**config.mk**
```make
export PLATFORM = sky130hd
export DESIGN_NAME = alu_mem_sequencer
export DESIGN_NICKNAME = d
export VERILOG_FILES = /design/src/rtl/alu_seq_pkg.sv /design/src/rtl/alu_seq_lcd_handshake.sv /design/src/rtl/alu_mem_sequencer.sv
export SDC_FILE = /design/constraint.sdc
export NUM_CORES = 1
export LEC_CHECK = 0
export CAP_MARGIN = 5
export CORE_MARGIN = 2
export CORE_UTILIZATION = 40
export CTS_CLUSTER_SIZE = 14
export DETAILED_ROUTE_END_ITERATION = 12
export HOLD_SLACK_MARGIN = 0.1
export PLACE_DENSITY = 0.81
export SYNTH_ARGS = -nofsm -noshare
export SYNTH_HDL_FRONTEND = slang
export SYNTH_HIERARCHICAL = 1
export SYNTH_SLANG_ARGS = --single-unit
```
**constraint.sdc**
```tcl
create_clock -name clk -period 1.4 [get_ports clk]
set_input_delay 0.21 -clock clk [delete_from_list [all_inputs] [get_ports clk]]
set_output_delay 0.21 -clock clk [all_outputs]
set_load 0.02 [all_outputs]
```
**src/rtl/alu_seq_pkg.sv**
```systemverilog
// alu_seq_pkg: widths, state codes, ALU opcodes and the latched
// command bundle shared by the alu_mem_sequencer slice.
package alu_seq_pkg;

  localparam int AW = 4;
  localparam int DW = 16;

  typedef logic [2:0] state_t;

  localparam state_t S_IDLE     = 3'd0;
  localparam state_t S_EXEC     = 3'd1;
  localparam state_t S_WRITE    = 3'd2;
  localparam state_t S_LCD_ACK  = 3'd3;
  localparam state_t S_LCD_WAIT = 3'd4;
  localparam state_t S_DONE     = 3'd5;

  localparam logic [2:0] OP_ADD = 3'd0;
  localparam logic [2:0] OP_SUB = 3'd1;
  localparam logic [2:0] OP_AND = 3'd2;
  localparam logic [2:0] OP_OR  = 3'd3;
  localparam logic [2:0] OP_XOR = 3'd4;
  localparam logic [2:0] OP_NOT = 3'd5;
  localparam logic [2:0] OP_SHL = 3'd6;
  localparam logic [2:0] OP_SHR = 3'd7;

  typedef logic [AW-1:0] addr_t;
  typedef logic [DW-1:0] data_t;

  typedef struct packed {
    logic       load;
    logic [2:0] op;
    addr_t      dest;
    addr_t      src1;
    addr_t      src2;
    logic [7:0] imm;
  } cmd_t;

  function automatic data_t zext_imm(input logic [7:0] imm);
    return {8'h00, imm};
  endfunction

endpackage

```
**src/rtl/alu_seq_lcd_handshake.sv**
```systemverilog
// alu_seq_lcd_handshake: start pulse, busy-rise then busy-fall wait,
// with one timeout counter restarted on entry to each phase.
module alu_seq_lcd_handshake
  import alu_seq_pkg::*;
#(
  parameter logic [23:0] LCD_TIMEOUT = 24'd8_000_000
) (
  input  logic clk,
  input  logic reset_n,
  input  logic start_req,
  input  logic lcd_busy,
  output logic lcd_start,
  output logic ack_done,
  output logic timeout
);

  state_t      ph;
  logic [23:0] cnt;
  logic        in_ack;
  logic        in_wait;
  logic        go_wait;
  logic        go_done;
  logic        stalled;
  logic        at_lim;
  logic        hold;

  assign in_ack  = ph == S_LCD_ACK;
  assign in_wait = ph == S_LCD_WAIT;
  assign go_wait = in_ack && lcd_busy;
  assign go_done = in_wait && !lcd_busy;
  assign at_lim  = cnt == LCD_TIMEOUT - 24'd1;

  // a phase only times out on a cycle where it makes no progress
  assign stalled  = (in_ack && !lcd_busy) ||
                    (in_wait && lcd_busy);
  assign timeout  = stalled && at_lim;
  assign ack_done = go_done || timeout;
  assign hold     = stalled && !at_lim;

  always_ff @(posedge clk or negedge reset_n) begin
    if (!reset_n) begin
      ph        <= S_IDLE;
      cnt       <= '0;
      lcd_start <= 1'b0;
    end else begin
      lcd_start <= start_req;
      unique case (1'b1)
        start_req: begin
          ph  <= S_LCD_ACK;
          cnt <= '0;
        end
        go_wait: begin
          ph  <= S_LCD_WAIT;
          cnt <= '0;
        end
        ack_done: begin
          ph  <= S_IDLE;
          cnt <= '0;
        end
        hold: cnt <= cnt + 24'd1;
        default: ;
      endcase
    end
  end

endmodule

```
**src/rtl/alu_mem_sequencer.sv**
```systemverilog
// alu_mem_sequencer: one register-file command at a time through the
// memory and ALU. Define ALU_SEQ_LCD_SYNC_EN for the LCD refresh handshake.
module alu_mem_sequencer
  import alu_seq_pkg::*;
#(
  parameter logic [23:0] LCD_TIMEOUT = 24'd8_000_000,
  parameter int          CNT_W       = 16
) (
  input  logic             clk,
  input  logic             reset_n,
  input  logic             cmd_valid,
  output logic             cmd_ready,
  input  logic             cmd_load,
  input  logic [2:0]       cmd_op,
  input  logic [3:0]       cmd_dest,
  input  logic [3:0]       cmd_src1,
  input  logic [3:0]       cmd_src2,
  input  logic [7:0]       cmd_imm,
  output logic [3:0]       mem_src1,
  output logic [3:0]       mem_src2,
  output logic [3:0]       mem_dest,
  output logic [15:0]      mem_wdata,
  output logic             mem_we,
  output logic [2:0]       alu_param,
  input  logic [16:0]      alu_s,
  output logic             lcd_start,
  input  logic             lcd_busy,
  output logic [15:0]      result,
  output logic             carry,
  output logic             done,
  output logic             lcd_err,
  output logic [CNT_W-1:0] cmd_count
);

  state_t state;
  state_t nxt;
  state_t after_write;
  cmd_t   cmd_q;
  data_t  res_q;
  logic   cry_q;
  logic   live_q;
  logic   accept;
  logic   ack_done;
  logic   timeout;

  // ready is held off for the first cycle after reset release
  assign cmd_ready = live_q && state == S_IDLE;
  assign accept    = cmd_valid && cmd_ready;

  assign mem_src1  = cmd_q.src1;
  assign mem_src2  = cmd_q.src2;
  assign alu_param = cmd_q.op;
  assign mem_dest  = cmd_q.dest;
  assign mem_wdata = res_q;
  assign mem_we    = state == S_WRITE;
  assign done      = state == S_DONE;

`ifdef ALU_SEQ_LCD_SYNC_EN
  assign after_write = S_LCD_ACK;

  alu_seq_lcd_handshake #(
    .LCD_TIMEOUT(LCD_TIMEOUT)
  ) u_lcd (
    .clk      (clk),
    .reset_n  (reset_n),
    .start_req(mem_we),
    .lcd_busy (lcd_busy),
    .lcd_start(lcd_start),
    .ack_done (ack_done),
    .timeout  (timeout)
  );
`else
  logic unused_lcd;

  assign after_write = S_DONE;
  assign lcd_start   = 1'b0;
  assign ack_done    = 1'b0;
  assign timeout     = 1'b0;
  assign unused_lcd  = ^{lcd_busy, LCD_TIMEOUT};
`endif

  always_comb begin
    nxt = state;
    unique case (state)
      S_IDLE:    if (accept) nxt = S_EXEC;
      S_EXEC:    nxt = S_WRITE;
      S_WRITE:   nxt = after_write;
      S_LCD_ACK: if (ack_done) nxt = S_DONE;
      S_DONE:    nxt = S_IDLE;
      default:   nxt = S_IDLE;
    endcase
  end

  always_ff @(posedge clk or negedge reset_n) begin
    if (!reset_n) begin
      state     <= S_IDLE;
      live_q    <= 1'b0;
      cmd_q     <= '0;
      res_q     <= '0;
      cry_q     <= 1'b0;
      result    <= '0;
      carry     <= 1'b0;
      cmd_count <= '0;
      lcd_err   <= 1'b0;
    end else begin
      state  <= nxt;
      live_q <= 1'b1;
      if (accept) begin
        cmd_q <= '{load: cmd_load, op: cmd_op,
                   dest: cmd_dest, src1: cmd_src1,
                   src2: cmd_src2, imm: cmd_imm};
      end
      // operands are sampled here, so dest==src cannot race the write
      if (state == S_EXEC) begin
        res_q <= cmd_q.load ? zext_imm(cmd_q.imm)
                            : alu_s[DW-1:0];
        cry_q <= !cmd_q.load && alu_s[DW];
      end
      if (mem_we) begin
        result <= res_q;
        carry  <= cry_q;
      end
      if (done)    cmd_count <= cmd_count + 1'b1;
      if (timeout) lcd_err   <= 1'b1;
    end
  end

endmodule
```
# [Word-level counts from Yosys, hierarchy flattened]
# Cells that the tools add are included.
[word_totals] n_memories=0 romBits=0 latch_bits=0 out_inout_bits=69 word_cells=29 reg_bits=78 input_bits=45 ram_bits=0
[classes] n_mux=3 n_reduce_logical=6 bitwise_logic=1 shift=0 mul=0 add_sub_neg=1 n_eq_ne=5 magnitude_cmp=0 n_div=0
[ops] op="adder 16 x 1 -> 16 bit (second input constant)" count=1
[ops] op="two-way mux 16 bit" count=1
[ops] op="case mux 3 bit (4 select lines)" count=1
[ops] op="equality test 3 x 2 -> 1 bit (second input constant)" count=2
[ops] op="equality test 3 x 1 -> 1 bit (second input constant)" count=1
[ops] op="equality test 3 bit (second input constant)" count=1
[ops] op="logical AND 1 bit" count=3
[ops] op="logical NOT 3 bit" count=1
[ops] op="two-way mux 3 bit" count=1
[ops] op="!= test 2 bit (second input constant)" count=1
[ops] op="AND reduction 2 bit" count=1
[ops] op="logical NOT 1 bit" count=1
[ops] op="NOT 1 bit" count=1

# [Longest topological paths before layout]
[depth] depth_word=5 depth_mapped=5 depth_no_buf=5

# [Least setup slack after synthesis]
# Ideal clock, no wire load.
[synth_timing] path_kind="register to register" start="reg state[2]" end="reg cmd_q[0] (netlist bit)" stages_incl_launch_ff=5 setup_slack_ns=-0.249 setup_ns=0.125 arrival_ns=1.524 cell_sequence="dfrtp_1 -> nor4b_4 -> nand2_4 -> buf_6 -> mux2_4"
[synth_via] elab_chain_cells=3
[synth_rtl] element="from (decl)" line="alu_mem_sequencer.sv:35" source="state_t state;"
[synth_rtl] element="from (signal assigned)" line="alu_mem_sequencer.sv:106" source="state <= nxt;"
[synth_rtl] element="logical NOT 3 bit" line="alu_mem_sequencer.sv:47" source="assign cmd_ready = live_q && state == S_IDLE;"
[synth_rtl] element="logical AND 1 bit" line="alu_mem_sequencer.sv:47"
[synth_rtl] element="net cmd_ready" line="alu_mem_sequencer.sv:12" source="output logic cmd_ready,"
[synth_rtl] element="logical AND 1 bit" line="alu_mem_sequencer.sv:48" source="assign accept = cmd_valid && cmd_ready;"
[synth_rtl] element="to (signal assigned)" line="alu_mem_sequencer.sv:109" source="cmd_q <= '{load: cmd_load, op: cmd_op,"
[synth_rtl] element="to (decl)" line="alu_mem_sequencer.sv:38" source="cmd_t cmd_q;"
# The timed path passes the listed nets, and every way through them passes these cells.
# A chain may end at the register's enable or synchronous reset.

# [Final worst setup path]
[layout_timing] start="reg state[0]" end="reg cmd_q[6] (netlist bit)"
[layout_via] elab_chain_cells=3
[layout_rtl] element="logical NOT 3 bit" line="alu_mem_sequencer.sv:47"
[layout_rtl] element="logical AND 1 bit" line="alu_mem_sequencer.sv:47"
[layout_rtl] element="logical AND 1 bit" line="alu_mem_sequencer.sv:48"
# No other way between the ends.

==> qor.yml <==
finish:
  final_area_sq_um: 5160
  syn2layout_area_growth_pct: 54.0
  layout_commonest_cell: "dfrtp_1"
  fin_nets: 433
  final-seq-area_sq_um: 1950
  drive_gt1_share_pct: 30.4
  n_fill_cell: 625
  final_cell_mix: "dfrtp_1 (77), dlygate4sd2_1 (60), clkdlybuf4s50_1 (42), mux2_4 (36), nand2_1 (21)"
  multi_input_area_sq_um: 1380
  diodes: 0
synthesis:
  ys_warn_count: 6
  yosys_register_bits: 78
  synth_compound_area_share_pct: 2.54
  synth-simple-area-share_pct: 10.6
  ys_seq_area_share_pct: 58.2
  synthAdderAreaFrac_pct: 0.373
  muxShareOfSynthArea_pct: 18.6
  synthCells: 251
  synth_top_family_by_area: "multiplexers"
  synth_area_sq_um: 3350
  synth-xor-area-share_pct: 3.92
  synth_area_per_cell_sq_um: 13.4
  synth.distinct_cells: 29
worst_setup_path:
  critPathArrivalTime_ns: 1.81
  crit_type: "reg2reg"
  crit_chain: "buf_6 -> nor4b_4 -> buf_4 -> nand2_4 -> buf_12 -> mux2_4"
  cpPeakStageDelay_ns: 0.40
  cpLargestDelayFamily: "buffers and inverters"
  crit_path_end_kind: "flop"
  crit_fanout: 13
  cp-start-kind: "flop"
  crit_buf_inv: 3
  worstPathRequired_ns: 1.62
  slowest_stage: "dfrtp_1"
sta:
  fin_crit_ns: 1.59
  rsz0062_at_grt: "yes"
  skew_ns: 0.0160
  hold_viol: 0
  setup-violations-final: 56
  drv_slew: 0
  fin_crit_sh_pct: 113
  hold_ws_ns: 0.437
  max_clock_freq_mhz: 629
  setup_ws_ns: -0.189
cts:
  cts.sinks: 78
  htreeDepth: 3
  clk-insertion-delay-late_ns: 0.34
  clockRootBuffer: "clkbuf_8"
  clk_pin_slew_ns: 0.08
  cts_inserted_buffers: 9
  cts.path.max_buffers: 2
  cts_tree: "yes"
placed_design:
  dp_hpwl_mm: 4.85
  dpl-instance-area_sq_um: 4600
  port_buffers: 110
  place_congestion: 0.752
grt:
  antenna_found_initial: 0
  grt_pass1_wl_mm: 11.3
  grt_pass1_vias: 2365
  gr-total-overflow: 0
  grt_max_degree: 79
  grtUsageTotal_pct: 16.1
die:
  pin_count: 114
  dieArea_sq_um: 9130
  die_h_um: 95.6
  start_util_pct: 41.0
  die_w_um: 95.6
  row_count: 33
  core_area_sq_um: 8180
drt:
  first_iter_violations: 44
  drc: 0
  wire_per_inst_um: 15.0
  num_vias: 2343
  wirelength_mm: 7.46
  ant_nets: 0
  dr.pass1.iters: 4
  routed_via_density: 4.71
run_status:
  violations: "negative setup slack"
  status: "finished with violations"
pwr:
  ir_drop_uv: 1160
  power_density_nw_per_um2: 2110
  leakagePower_nw: 2.66
job:
  cap_viol_max_count: 0
min_path:
  holdCritPathClass: "in2async"
==> layout make-up <==
type                       instances  share of cell area (%)
clock buffer                      11                    2.74
clock inverter                     5                    1.14
inverter                           1                   0.121
multi-input combinational        148                    26.7
sequential                        78                    37.8
tap                              105                    2.54
timing repair buffer             149                    28.9
==> where the power goes <==
group	switching [W]	internal [W]	total [W]	leakage (nW)
Clock	0.000803	0.000874	0.00168	0.0955
Combinational	0.00249	0.00296	0.00545	1.58
Sequential	0.000598	0.00314	0.00374	0.983
Total	0.00389	0.00698	0.0109	2.66
==> metrics by stage <==
stage / power (W) / instances / TNS [ns] / worst slack [ns] / util [%]
after global routing: 0.0115 / 497 / -10.30 / -0.258 / 63.1
final: 0.0109 / 497 / -6.86 / -0.189 / 63.1
after CTS: 0.0105 / 489 / -6.09 / -0.193 / 60.5
after detailed placement: 0.00871 / 463 / -7.53 / -0.244 / 56.3
after floorplan: 0.00672 / 252 / -6.16 / -0.228 / -
after global placement: 0.00855 / 463 / -6.50 / -0.207 / 56.3
==> synth_stat cells (all sizes together) <==
master	number	share of area, %
inv	1	0.11
and3b	1	0.26
nand4	8	1.9
and2	1	0.19
and3	3	0.56
nor2	8	0.97
nor2b	1	0.19
nor3	1	0.30
nand3b	1	0.34
clkbuf	4	0.45
mux2i	8	2.4
mux2	42	16
nand2b	10	1.9
nand3	1	0.15
dfrtp	78	58
xnor2	10	2.6
o21ai	17	2.5
buf	21	5.0
nand2	26	3.1
conb	2	0.22
ha	1	0.37
xor2	5	1.3
nor4b	1	0.71
==> layer usage <==
layer	part of all wire, %	global-route usage (%)	vias up
met5	0	0	-
met4	1.1	5.71	0
met3	4.7	4.11	10
met2	52	26.7	69
met1	42	20.3	1159
li1	-	-	1105
==> flip-flops by register name, summed over array words and instances, names as in the netlist, 3 cells and up <==
signal     count
alu_param      3
cmd_count     16
cmd_q          9
mem_dest       4
mem_src1       4
mem_src2       4
mem_wdata     16
result        16
state          3
==> what timing repair did <==
action,CTS,global route
hold buffers,1,0
setup buffers,8,8
endpoints found under the setup margin,120,78
pin swaps,2,13
gates resized for setup,107,42
gates cloned,2,3
endpoints found under the hold margin,78,0
==> logic make-up after synthesis <==
group / Yosys count
other cells: 2
flops: 78
fa+ha+maj: 1
mux: 50
simple gates: 62
xor+xnor: 15
compound gates: 17
buf+inv: 26
==> worst min-delay path: cells and delay by family <==
kind | cells | cell delay [ns]
buffers and inverters | 3 | 0.98
==> final timing paths <==
| kind | from | end | slack [ns] | cells past startpoint |
|---|---|---|---|---|
| setup / recovery | state[0]$_DFFE_PN0P_ | cmd_q[6]$_DFFE_PN0P_ | -0.19 | 6 |
| hold / removal | reset_n | mem_wdata[8]$_DFFE_PN0P_ | 0.44 | 3 |
| setup reg to reg | state[0]$_DFFE_PN0P_ | cmd_q[6]$_DFFE_PN0P_ | -0.19 | 6 |
| hold reg to reg | cmd_count[15]$_DFFE_PN0P_ | cmd_count[15]$_DFFE_PN0P_ | 0.47 | 1 |
| max in group asynchronous | reset_n | cmd_count[2]$_DFFE_PN0P_ | 0.64 | 3 |
| min in group clk | alu_s[8] | mem_wdata[8]$_DFFE_PN0P_ | 0.44 | 3 |
(Power assumes the default switching activity.)
